[src/rtl/pong_referee_pkg.sv]
// Shared state and winner encodings for the pong match referee.
package pong_pkg;

  typedef enum logic [2:0] {
    ST_IDLE   = 3'd0,
    ST_SERVE  = 3'd1,
    ST_PLAY   = 3'd2,
    ST_PAUSED = 3'd3,
    ST_OVER   = 3'd4
  } state_t;

  localparam logic [1:0] WIN_NONE  = 2'b00;
  localparam logic [1:0] WIN_LEFT  = 2'b01;
  localparam logic [1:0] WIN_RIGHT = 2'b10;

endpackage

[src/rtl/pong_referee_if.sv]
// Ball control/score link: the referee (master) drives animate/start/ball_reset,
// the ball (slave) returns its held score flags.
interface pong_referee_if;
  logic left_score;
  logic right_score;
  logic animate;
  logic start;
  logic ball_reset;

  modport master (input left_score, right_score, output animate, start, ball_reset);
  modport slave  (output left_score, right_score, input animate, start, ball_reset);
endinterface

[src/rtl/pong_referee_rise.sv]
// Rising-edge detector with a configurable reset value for the history bit.
// Resetting the history high suppresses an edge from a level already high at reset.
module rise_detect #(
  parameter logic RESET_VAL = 1'b0
) (
  input  logic clk,
  input  logic rst_n,
  input  logic sig,
  output logic rise
);
  logic prev;

  // history register
  always_ff @(posedge clk or negedge rst_n) begin
    if (!rst_n) prev <= RESET_VAL;
    else        prev <= sig;
  end

  assign rise = sig & ~prev;
endmodule

[src/rtl/pong_referee.sv]
// Match controller: serve delay, pause, point keeping and winner detection.
module pong_referee
  import pong_pkg::*;
#(
  parameter int WIN_SCORE   = 9,
  parameter int SERVE_DELAY = 120
) (
  input  logic           in_clock,
  input  logic           in_reset_n,
  input  logic           in_ani_stb,
  input  logic           in_btn_start,
  input  logic           in_btn_pause,
  pong_referee_if.master ball,
  output logic [3:0]     out_left_points,
  output logic [3:0]     out_right_points,
  output logic [1:0]     out_winner,
  output logic [2:0]     out_state
);
  localparam int NUM_DET = 4;
  // detector order: start, pause, left score, right score; buttons reset history high
  localparam logic [NUM_DET-1:0] DET_RST = 4'b0011;
  localparam int CW = $clog2(SERVE_DELAY + 1);
  localparam logic [CW-1:0] CNT_LAST = CW'(SERVE_DELAY - 1);
  localparam logic [3:0]    WIN_PTS  = 4'(WIN_SCORE);

  logic [NUM_DET-1:0] det_in, det_rise;
  logic start_rise, pause_rise, left_rise, right_rise;

  assign det_in = {ball.right_score, ball.left_score, in_btn_pause, in_btn_start};

  for (genvar g = 0; g < NUM_DET; g++) begin : g_det
    rise_detect #(.RESET_VAL(DET_RST[g])) u_det (
      .clk  (in_clock),
      .rst_n(in_reset_n),
      .sig  (det_in[g]),
      .rise (det_rise[g])
    );
  end

  assign {right_rise, left_rise, pause_rise, start_rise} = det_rise;

  state_t        state, state_nxt;
  logic [CW-1:0] cnt, cnt_nxt;
  logic [3:0]    lp, lp_nxt, rp, rp_nxt;
  logic [1:0]    win, win_nxt;
  logic          start_nxt, brst_nxt;
  logic          animate_q, start_q, brst_q;

  // next-state, counters and pulse requests
  always_comb begin
    state_nxt = state;
    cnt_nxt   = cnt;
    lp_nxt    = lp;
    rp_nxt    = rp;
    win_nxt   = win;
    start_nxt = 1'b0;
    brst_nxt  = 1'b0;
    case (state)
      ST_IDLE: begin
        if (start_rise) begin
          brst_nxt  = 1'b1;
          state_nxt = ST_SERVE;
        end
      end
      ST_SERVE: begin
        // counter clears on the stb that reaches the delay, so it never wraps
        if (in_ani_stb) begin
          if (cnt == CNT_LAST) begin
            cnt_nxt   = '0;
            start_nxt = 1'b1;
            state_nxt = ST_PLAY;
          end else begin
            cnt_nxt = cnt + 1'b1;
          end
        end
      end
      ST_PLAY, ST_PAUSED: begin
        // score beats pause; left beats right
        if (left_rise) begin
          lp_nxt = lp + 1'b1;
          if (lp_nxt == WIN_PTS) begin
            win_nxt   = WIN_LEFT;
            state_nxt = ST_OVER;
          end else begin
            state_nxt = ST_SERVE;
          end
        end else if (right_rise) begin
          rp_nxt = rp + 1'b1;
          if (rp_nxt == WIN_PTS) begin
            win_nxt   = WIN_RIGHT;
            state_nxt = ST_OVER;
          end else begin
            state_nxt = ST_SERVE;
          end
        end else if (pause_rise) begin
          state_nxt = (state == ST_PLAY) ? ST_PAUSED : ST_PLAY;
        end
      end
      ST_OVER: begin
        if (start_rise) begin
          lp_nxt    = '0;
          rp_nxt    = '0;
          win_nxt   = WIN_NONE;
          brst_nxt  = 1'b1;
          state_nxt = ST_SERVE;
        end
      end
      default: state_nxt = ST_IDLE;
    endcase
  end

  // state and output registers; animate tracks the registered state
  always_ff @(posedge in_clock or negedge in_reset_n) begin
    if (!in_reset_n) begin
      state     <= ST_IDLE;
      cnt       <= '0;
      lp        <= '0;
      rp        <= '0;
      win       <= WIN_NONE;
      animate_q <= 1'b0;
      start_q   <= 1'b0;
      brst_q    <= 1'b0;
    end else begin
      state     <= state_nxt;
      cnt       <= cnt_nxt;
      lp        <= lp_nxt;
      rp        <= rp_nxt;
      win       <= win_nxt;
      animate_q <= (state_nxt == ST_PLAY);
      start_q   <= start_nxt;
      brst_q    <= brst_nxt;
    end
  end

  assign ball.animate     = animate_q;
  assign ball.start       = start_q;
  assign ball.ball_reset  = brst_q;
  assign out_left_points  = lp;
  assign out_right_points = rp;
  assign out_winner       = win;
  assign out_state        = state;
endmodule
[src/flat_wrapper.sv]
// flat-port wrapper written by rule: the top's interface ports become plain ports
module pong_referee_flat import pong_pkg::*;
#(
  parameter int WIN_SCORE   = 9,
  parameter int SERVE_DELAY = 120
)
  (in_clock, in_reset_n, in_ani_stb, in_btn_start, in_btn_pause, out_left_points, out_right_points, out_winner, out_state, ball_left_score, ball_right_score, ball_animate, ball_start, ball_ball_reset);
  pong_referee_if ball_i ();
  input  logic in_clock;
  input  logic in_reset_n;
  input  logic in_ani_stb;
  input  logic in_btn_start;
  input  logic in_btn_pause;
  output logic [3:0] out_left_points;
  output logic [3:0] out_right_points;
  output logic [1:0] out_winner;
  output logic [2:0] out_state;
  input wire logic [$bits(ball_i.left_score)-1:0] ball_left_score;
  input wire logic [$bits(ball_i.right_score)-1:0] ball_right_score;
  output wire logic [$bits(ball_i.animate)-1:0] ball_animate;
  output wire logic [$bits(ball_i.start)-1:0] ball_start;
  output wire logic [$bits(ball_i.ball_reset)-1:0] ball_ball_reset;
  assign ball_i.left_score = ball_left_score;
  assign ball_i.right_score = ball_right_score;
  assign ball_animate = ball_i.animate;
  assign ball_start = ball_i.start;
  assign ball_ball_reset = ball_i.ball_reset;
  pong_referee #(.WIN_SCORE(WIN_SCORE), .SERVE_DELAY(SERVE_DELAY)) u_core (.in_clock(in_clock), .in_reset_n(in_reset_n), .in_ani_stb(in_ani_stb), .in_btn_start(in_btn_start), .in_btn_pause(in_btn_pause), .ball(ball_i), .out_left_points(out_left_points), .out_right_points(out_right_points), .out_winner(out_winner), .out_state(out_state));
endmodule
[config.mk]
export PLATFORM = sky130hd
export DESIGN_NAME = pong_referee_flat
export DESIGN_NICKNAME = d
export VERILOG_FILES = /design/src/rtl/pong_referee_pkg.sv /design/src/rtl/pong_referee_if.sv /design/src/rtl/pong_referee_rise.sv /design/src/rtl/pong_referee.sv /design/src/flat_wrapper.sv
export SDC_FILE = /design/constraint.sdc
export NUM_CORES = 1
export LEC_CHECK = 0
export BUFFER_PORTS_ARGS = -buffer_cell sky130_fd_sc_hd__buf_2
export CORE_MARGIN = 1
export CORE_UTILIZATION = 30
export CTS_CLUSTER_DIAMETER = 30
export DETAILED_ROUTE_END_ITERATION = 8
export GPL_TIMING_DRIVEN = 0
export PLACE_DENSITY_LB_ADDON = 0.08
export SLEW_MARGIN = 5
export SYNTH_ARGS = -nofsm -noshare
export SYNTH_HDL_FRONTEND = slang
export SYNTH_HIERARCHICAL = 1
export SYNTH_SLANG_ARGS = --single-unit
[constraint.sdc]
create_clock -name in_clock -period 1.85 [get_ports in_clock]
set_input_delay 0.37 -clock in_clock [delete_from_list [all_inputs] [get_ports in_clock]]
set_output_delay 0.37 -clock in_clock [all_outputs]
set_load 0.02 [all_outputs]
==> results.tsv, run 1 <==
stage	metric	value	unit
status	status	finished with violations	
status	violations	DRC	
floorplan	die_h	70.5	um
finish	regArea	678	sq um
sta	slew_headroom	58.4	%
routing	vias	1107	
routing	first_iter_violations	44	
cts	cts_resized	0	
global_routing	first_global_vias	1107	
cts	ctsLongestPathBuffers	2	
cts	cts_tree	done	
sta	rsz0062_at_grt	no	
sta	slew_violations	0	
sta	setup_viol	0	
synth	yosysUniqueCellTypes	43	
finish	nets	179	
routing	totalWireLength	3040	um
critical_path	worst_setup_path_end_kind	flop	
floorplan	start_util	31.7	%
routing	viasPerCell	5.08	
floorplan	fp.coreArea	4440	sq um
finish	drive_gt1_share	24.7	%
power_and_ir_drop	power_density	951	nW/um^2
routing	first_pass_iters	7	
sta	finalHoldViolations	0	
critical_path	crit_buf_inv	1	
power_and_ir_drop	peakVddDrop	425	uV
placed_design	place_hpwl	2150	um
cts	numCtsBuffers	3	
power_and_ir_drop	p_leak	0.000762	uW
synth	syn-instance-count	140	
finish	final_common_cell	dfrtp_1	
critical_path	critPathSlowestCell	dfrtp_1	
cts	clkTransAtPathRegs	100	ps
global_routing	track_usage	13.4	%
placed_design	port_buffers	22	
routing	drcViolationCount	2	
global_routing	grt_max_degree	28	
finish	syn2layout_area_growth	15.7	%
finish	postLayoutCoreUtil	36.7	%
floorplan	rows	24	
global_routing	grt_remaining_overflow	0	
critical_path	path_class	reg2reg	
synth	async_reset_ff_share	100	%
routing	post_drt_wl_per_cell	14.0	um
cts	numClockSinks	27	
finish	layout_common_cells	dfrtp_1 (25), buf_2 (23), nand2_1 (19)	
floorplan	dieArea	4970	sq um
critical_path	cp-start-kind	flop	
finish	multi_input_area	671	sq um
synth	ys_ff_latch	27	
synth	ys_seq_area_share	48.2	%
critical_path	critPathMaxStageDelay	410	ps
sta	fmax	0.624	GHz
cts	cts_setup_buffers	0	
global_routing	grt_pass1_wl	5240	um
placed_design	routabilityCongestion	0.820	
critical_path	cp.arrival	1770	ps
sta	setup_tns	0	ps
critical_path	critPathRequiredTime	2020	ps
sta	tightest_slew	624	ps
global_routing	antenna_found_initial	0	
synth	synth_top_cells_by_area	dfrtp_1 (44%), nand2_1 (5.1%), o21ai_0 (5.0%), ha_1 (4.4%), nor2b_4 (3.9%)	
synth	synth_edf_count	0	
critical_path	cp_top_family	simple AND/OR/NAND/NOR gates	
critical_path	path_cells	buf_2 -> and4bb_2 -> nand2_1 -> nor2_1 -> mux2_2	
synth	syn-mean-instance-area	10.1	sq um
synth	synth_top_area_cell	dfrtp_1	
cts	cts_hold_buf	0	
sta	skew	2.20	ps
finish	diodes	0	
floorplan	die_w	70.5	um
min_path	min-delay-path-class	in2async	
sta	fin_crit	1600	ps
synth	synth_ff_type	dfrtp_1	
cts	htree_levels	1	
synth	syn-num-nets	152	
critical_path	critPathMaxFanout	10	
cts	clk_latency	270	ps
synth	yosysTopAreaCellShare	44.4	%
finish	n_fill_cell	466	
sta	post-route-period-util	86.6	%
floorplan	ios	23	
synth	ys_warn_count	6	
routing	antenna_left	0	
flow_run	cap_viol_max_count	0	
synth	synth_area	1410	sq um
cts	clock-root-buffer	clkbuf_8	
## Yosys cell counts, types with 3 or more instances
cell type and instances:
nor3_1 3, nand4_1 3, nand3_1 6, ha_1 5, nand2_1 19, inv_1 9
dfrtp_1 25, nor2_1 7, o21ai_0 14, nor2b_4 4, a21oi_1 4, nand4bb_1 3
## worst register-to-register path, delay by kind of cell (launching register included)
kind | cells | cell delay [ps]
simple gates | 3 | 580
flops | 1 | 410
mux | 1 | 330
buf+inv | 1 | 180
## layer usage
metal / part of all wire, % / track usage (%)
met3: 3.0 / 3.46
met2: 47 / 23.2
met4: 0.66 / 2.72
met1: 49 / 16.9
met5: 0 / 0
## state kept, by name, summed over array words and instances (netlist names), 2 cells and up
| signal | flops |
|---|---|
| u_core/cnt | 7 |
| u_core/g_det.u_det/prev | 4 |
| u_core/out_left_points | 4 |
| u_core/out_right_points | 4 |
| u_core/out_state | 3 |
| u_core/out_winner | 2 |
## power by group
group	internal, uW	switching (uW)
registers	693	129
clock network	151	196
logic	168	213
total	1010	538
## through the flow
step	total power (uW)	instances	setup slack, ps	hold WS [ps]	instance area, sq um
3_5_place_dp	1220	214	251	438	1580
6_report	1550	218	248	99.7	1630
4_1_cts	1580	218	243	124	1630
5_1_grt	1670	218	136	158	1630
2_1_floorplan	1090	140	265	74.4	1410
3_3_place_gp	1210	214	271	424	1580
## worst paths after layout
| kind | from | slack [ps] | cells past startpoint | to |
|---|---|---|---|---|
| hold reg to reg | u_core/out_winner[1] | 520 | 1 | u_core/out_winner[1] |
| max in group asynchronous | in_reset_n | 1350 | 1 | u_core/out_winner[0] |
| setup / recovery | u_core/out_state[2] | 250 | 5 | u_core/cnt[6] |
| hold / removal | in_reset_n | 100 | 1 | u_core/cnt[5] |
| setup reg to reg | u_core/out_state[2] | 250 | 5 | u_core/cnt[6] |
| min in group in_clock | in_btn_start | 190 | 1 | u_core/g_det[0].u_det/prev |
## cell families (layout without fill, tap and decap cells)
group	Yosys count	in the layout	synth area share (%)
simple gates	60	60	26.7
flops	27	27	48.2
buf+inv	13	39	4.18
xor+xnor	3	3	1.87
mux	1	1	0.800
compound gates	31	31	13.9
fa+ha+maj	5	5	4.44
## final cells by class
cell class | instances | share of cell area (%)
timing repair buffer | 22 | 6.76
tap | 52 | 3.99
inverter | 9 | 2.07
clock buffer | 3 | 2.53
multi-input combinational | 100 | 41.2
buffer | 4 | 1.54
clock inverter | 1 | 0.307
sequential | 27 | 41.6
Note: power is estimated with default switching activity, not from simulation.
==> inputs of run 2 (changes only) <==
--- a/config.mk
+++ b/config.mk
@@ -5,9 +5,9 @@
 export SDC_FILE = /design/constraint.sdc
 export NUM_CORES = 1
 export LEC_CHECK = 0
-export BUFFER_PORTS_ARGS = -buffer_cell sky130_fd_sc_hd__buf_2
+export BUFFER_PORTS_ARGS = -buffer_cell sky130_fd_sc_hd__buf_4
 export CORE_MARGIN = 1
-export CORE_UTILIZATION = 30
+export CORE_UTILIZATION = 55
 export CTS_CLUSTER_DIAMETER = 30
 export DETAILED_ROUTE_END_ITERATION = 8
 export GPL_TIMING_DRIVEN = 0
==> results.tsv, run 2 (synthesis results as in run 1) <==
stage	metric	value	unit
global_routing	first_global_vias	1036	
sta	slew_violations	0	
routing	first_pass_iters	4	
flow_run	cap_viol_max_count	0	
cts	htree_levels	1	
critical_path	cp-start-kind	flop	
cts	cts_tree	done	
power_and_ir_drop	p_leak	0.000764	uW
sta	setup_viol	0	
cts	cts_setup_buffers	0	
floorplan	die_h	52.6	um
routing	post_drt_wl_per_cell	13.7	um
finish	final_common_cell	dfrtp_1	
global_routing	grt_remaining_overflow	0	
critical_path	crit_buf_inv	0	
critical_path	path_class	reg2reg	
floorplan	dieArea	2770	sq um
finish	syn2layout_area_growth	16.8	%
power_and_ir_drop	swShare	34.3	%
cts	clock-root-buffer	clkbuf_4	
sta	post-route-period-util	86.9	%
global_routing	grt_max_degree	28	
floorplan	ios	23	
placed_design	place_hpwl	1970	um
floorplan	start_util	60.7	%
power_and_ir_drop	power_frac_seq	55.7	%
sta	finalHoldViolations	0	
finish	largest_reg_flops	7	
floorplan	fp.coreArea	2320	sq um
global_routing	track_usage	23.2	%
finish	multi_input_area	671	sq um
finish	drive_gt1_share	24.0	%
critical_path	critPathRequiredTime	2070	ps
sta	fin_crit	1610	ps
finish	layout_common_cells	dfrtp_1 (25), buf_4 (22), nand2_1 (19)	
routing	antenna_left	0	
placed_design	dpl_worst_slack	266	ps
critical_path	cp.arrival	1830	ps
sta	skew	3.67	ps
sta	setup_slack	242	ps
finish	postLayoutCoreUtil	70.9	%
power_and_ir_drop	total_power	1470	uW
min_path	min-delay-path-class	in2reg	
cts	clkTransAtPathRegs	140	ps
sta	tightest_slew	341	ps
status	status	finished, final reports clean	
global_routing	antenna_found_initial	0	
cts	numCtsBuffers	3	
placed_design	dpl_cell_area	1610	sq um
finish	nets	180	
finish	fin_area	1640	sq um
cts	cts_hold_buf	1	
routing	totalWireLength	2680	um
placed_design	port_buffers	22	
power_and_ir_drop	p_int	967	uW
routing	viasPerCell	5.85	
critical_path	critPathSlowestCell	dfrtp_1	
routing	first_iter_violations	28	
critical_path	cp_top_family	compound AO/OA/AOI/OAI gates	
critical_path	critPathMaxStageDelay	490	ps
sta	fmax	0.622	GHz
finish	n_fill_cell	181	
global_routing	grt_pass1_wl	4640	um
sta	setup_tns	0	ps
finish	regArea	678	sq um
power_and_ir_drop	power_density	896	nW/um^2
routing	vias	1140	
cts	clk_latency	320	ps
critical_path	worst_setup_path_end_kind	flop	
cts	cts_resized	0	
global_routing	grt_use_met2	38.0	%
power_and_ir_drop	p_switching	506	uW
finish	diodes	0	
finish	regMostFlops	u_core/cnt	
sta	rsz0062_at_grt	no	
sta	slew_headroom	77.0	%
floorplan	die_w	52.6	um
routing	drcViolationCount	0	
power_and_ir_drop	p_clk_share	16.9	%
critical_path	path_cells	ha_1 -> nor2_1 -> nand2_1 -> a211o_1 -> a31o_2	
global_routing	use_met1	31.2	%
global_routing	grtUsageMet3	2.61	%
placed_design	routabilityCongestion	0.793	
global_routing	top_usage_layer	met2	
cts	ctsLongestPathBuffers	2	
floorplan	rows	17	
power_and_ir_drop	pwr-share-comb	27.4	%
cts	numClockSinks	27	
power_and_ir_drop	peakVddDrop	646	uV
critical_path	critPathMaxFanout	9	
run 2: cell types whose count changed in the layout (fill, tap and decap cells not counted):
cell / change
clkinv_2: -1
clkbuf_4: +3
dlygate4sd3_1: +1
buf_4: +22
clkbuf_8: -3
buf_2: -22
clkbuf_1: +1
run 2: worst paths after layout:
path                                           start                          to  slack, ps  cells after the start
max                        u_core/out_left_points[0]        u_core/out_winner[1]        240                      5
min                                     in_btn_pause  u_core/g_det[1].u_det/prev        150                      1
max reg2reg                u_core/out_left_points[0]        u_core/out_winner[1]        240                      5
min reg2reg                     u_core/out_winner[1]        u_core/out_winner[1]        540                      1
max in group asynchronous                 in_reset_n  u_core/g_det[0].u_det/prev       1070                      2
min in group asynchronous                 in_reset_n               u_core/cnt[2]        470                      2
run 2: final cells by class:
type / count / area share (%)
inverters: 9 / 2.05
repair buffers: 23 / 10.7
clock buffers: 4 / 1.60
multi-input cells: 100 / 40.8
plain buffers: 4 / 1.52
flip-flops and latches: 27 / 41.2
well taps: 28 / 2.13
run 2: worst register-to-register path, delay by kind of cell (launching register included):
family,cells,cell delay [ps]
DFF,1,490
and+or+nand+nor,2,190
AOI/OAI and AO/OA,2,560
adders and majority gates,1,280
run 2: power groups by stage:
| stage | Combinational [uW] | Clock [uW] | Sequential (uW) |
|---|---|---|---|
| CTS | 408 | 263 | 821 |
| detailed placement | 404 | 0 | 834 |
| global placement | 387 | 0 | 825 |
| finish | 404 | 249 | 821 |
| floorplan | 247 | 0 | 842 |
| global route | 467 | 283 | 845 |
run 2: per-layer routing:
metal / vias to the layer above / routed length [um] / part of all wire [%]
met5: - / 0 / 0
met4: 0 / 32 / 1.2
li1: 545 / - / -
met3: 4 / 87 / 3.2
met1: 563 / 1260 / 47
met2: 28 / 1300 / 49
run 2: stage by stage:
| step | hold WS [ps] | cells |
|---|---|---|
| 5_1_grt | 130 | 195 |
| 6_report | 151 | 195 |
| 3_3_place_gp | 293 | 190 |
| 4_1_cts | 138 | 195 |
| 2_1_floorplan | 74.4 | 140 |
| 3_5_place_dp | 301 | 190 |
==> inputs of run 3 (changes only) <==
--- a/config.mk
+++ b/config.mk
@@ -7,7 +7,7 @@
 export LEC_CHECK = 0
 export BUFFER_PORTS_ARGS = -buffer_cell sky130_fd_sc_hd__buf_4
 export CORE_MARGIN = 1
-export CORE_UTILIZATION = 55
+export CORE_UTILIZATION = 54
 export CTS_CLUSTER_DIAMETER = 30
 export DETAILED_ROUTE_END_ITERATION = 8
 export GPL_TIMING_DRIVEN = 0
@@ -15,5 +15,4 @@
 export SLEW_MARGIN = 5
 export SYNTH_ARGS = -nofsm -noshare
 export SYNTH_HDL_FRONTEND = slang
-export SYNTH_HIERARCHICAL = 1
 export SYNTH_SLANG_ARGS = --single-unit
==> results.tsv, run 3 <==
stage	metric	value	unit
power_and_ir_drop	power_density	797	nW/um^2
floorplan	ios	23	
routing	totalWireLength	2770	um
synth	syn-instance-count	144	
cts	clkTransAtPathRegs	160	ps
critical_path	r2r_slack	150	ps
sta	fin_crit	1700	ps
synth	ys_seq_area_share	49.3	%
global_routing	grt_use_met2	39.2	%
cts	numClockSinks	27	
synth	async_reset_ff_share	100	%
routing	viasPerCell	5.77	
routing	vias	1149	
sta	setup_viol	0	
cts	clock-root-buffer	clkbuf_4	
sta	post-route-period-util	91.7	%
floorplan	rows	17	
finish	layout_common_cells	dfrtp_1 (24), buf_4 (22), nand2_1 (21)	
sta	holdWs	127	ps
cts	cts_tree	done	
routing	first_pass_iters	4	
sta	slew_violations	0	
cts	cts_setup_buffers	0	
critical_path	cp.arrival	1930	ps
synth	yosysUniqueCellTypes	38	
placed_design	dpl_worst_slack	78.1	ps
synth	synth_edf_count	0	
sta	slew_headroom	69.7	%
sta	setup_tns	0	ps
critical_path	worst_setup_path_end_kind	flop	
finish	layout.cells.non_filler	199	
critical_path	critPathMaxFanout	7	
global_routing	grt_pass1_wl	4670	um
finish	postLayoutCoreUtil	71.2	%
placed_design	place_hpwl	2080	um
global_routing	grt_max_degree	28	
finish	final_common_cell	dfrtp_1	
finish	regMostFlops	u_core.cnt	
synth	syn-num-nets	156	
synth	ys_ff_latch	27	
synth	synth_top_area_cell	dfrtp_1	
sta	tightest_slew	450	ps
min_path	min-delay-path-class	in2reg	
cts	htree_levels	1	
floorplan	start_util	59.9	%
routing	post_drt_wl_per_cell	13.9	um
critical_path	cp-start-kind	flop	
routing	drcViolationCount	0	
finish	largest_reg_flops	7	
sta	fmax	0.589	GHz
critical_path	path_class	reg2reg	
global_routing	track_usage	23.2	%
synth	yosysMostFrequentCell	dfrtp_1	
synth	yosysTopAreaCellShare	45.5	%
status	status	finished, final reports clean	
sta	rsz0062_at_grt	no	
placed_design	routabilityCongestion	0.790	
routing	first_iter_violations	20	
placed_design	placed_cells	194	
finish	nets	184	
global_routing	use_met1	30.8	%
sta	finalHoldViolations	0	
flow_run	cap_viol_max_count	0	
global_routing	first_global_vias	1091	
floorplan	fp.coreArea	2300	sq um
synth	syn-mean-instance-area	9.55	sq um
global_routing	antenna_found_initial	0	
floorplan	dieArea	2750	sq um
synth	synth_area	1380	sq um
critical_path	critPathRequiredTime	2080	ps
synth	ys_warn_count	0	
finish	diodes	0	
power_and_ir_drop	peakVddDrop	797	uV
sta	setup_slack	153	ps
synth	synth_commonest_cells	dfrtp_1 (25), nand2_1 (21), o21ai_0 (15), nor2_1 (10), nand2b_1 (7)	
placed_design	port_buffers	22	
routing	antenna_left	0	
floorplan	die_w	52.5	um
floorplan	die_h	52.5	um
sta	skew	13.2	ps
finish	syn2layout_area_growth	18.9	%
finish	drive_gt1_share	23.4	%
cts	numCtsBuffers	3	
global_routing	grtUsageMet3	3.48	%
cts	clk_latency	330	ps
synth	synth_top_cells_by_area	dfrtp_1 (45%), nand2_1 (5.7%), o21ai_0 (5.5%), ha_1 (4.5%), dfstp_2 (3.8%)	
synth	synth_ff_type	dfrtp_1	
cts	ctsLongestPathBuffers	2	
global_routing	grt_remaining_overflow	0	
power_and_ir_drop	p_leak	0.000743	uW
global_routing	top_usage_layer	met2	
## run 3: cell count changes in the layout (fill, tap and decap cells not counted), sizes merged, moves of 3 or more
cell     change
nand2b       +5
nor2         +4
nand4bb      -3
nand2        +3
inv          -3
clkbuf       -3
## run 3: worst max-delay path, stage by stage, from the launching register on
cell     delay (ps)
dfrtp_1         470
ha_1            270
and2_1          150
a21oi_1         170
o21ai_0         140
and3_1          210
a31o_2          200
## run 3: report_power, final
group          leakage (uW)  switching, uW  internal, uW
Clock             0.0000139            183          82.8
Sequential         0.000342           95.2           669
Combinational      0.000387            141           132
## run 3: worst paths after layout
kind / from / endpoint / depth (start not counted)
min reg2reg: u_core.cnt[5] / u_core.cnt[5] / 1
max reg2reg: u_core.out_right_points[0] / u_core.out_winner[1] / 6
min: in_btn_pause / u_core.g_det[1].u_det.prev / 1
max: u_core.out_right_points[0] / u_core.out_winner[1] / 6
max in group asynchronous: in_reset_n / u_core.g_det[0].u_det.prev / 2
min in group asynchronous: in_reset_n / u_core.cnt[4] / 2
## run 3: cell type report
type,count,area (sq um)
fillers,175,662
inverters,6,22.5
repair buffers,23,175
well taps,28,35.0
clock inverters,1,7.51
flip-flops and latches,27,679
multi-input cells,111,693
clock buffers,3,22.5
## run 3: kinds of logic (layout without fill, tap and decap cells)
| kind of cell | Yosys count | count (layout) | share of synthesized area, % |
|---|---|---|---|
| multiplexers | 1 | 1 | 0.819 |
| flip-flops | 27 | 27 | 49.3 |
| AND/OR/NAND/NOR | 69 | 69 | 26.8 |
| XOR/XNOR | 3 | 3 | 1.91 |
| AO/OA/AOI/OAI | 33 | 33 | 14.9 |
| adder cells (fa/ha/maj) | 5 | 5 | 4.55 |
| buffers and inverters | 6 | 33 | 1.64 |
## run 3: per-layer routing
layer	wire (um)	share of wire (%)
met5	0	0
met4	29	1.0
met3	107	3.9
met2	1320	48
met1	1310	47
## run 3: stage by stage
| stage | cell area [sq um] | total power [uW] |
|---|---|---|
| after floorplan | 1380 | 940 |
| after global placement | 1580 | 1020 |
| after detailed placement | 1580 | 1040 |
| after CTS | 1620 | 1310 |
| after global routing | 1640 | 1370 |
| final | 1640 | 1300 |
## run 3: what timing repair did
item,4_1_cts,5_1_grt
hold buffers,1,0
endpoints found under the setup margin,0,8
endpoints found under the hold margin,25,0
resized for setup,0,5
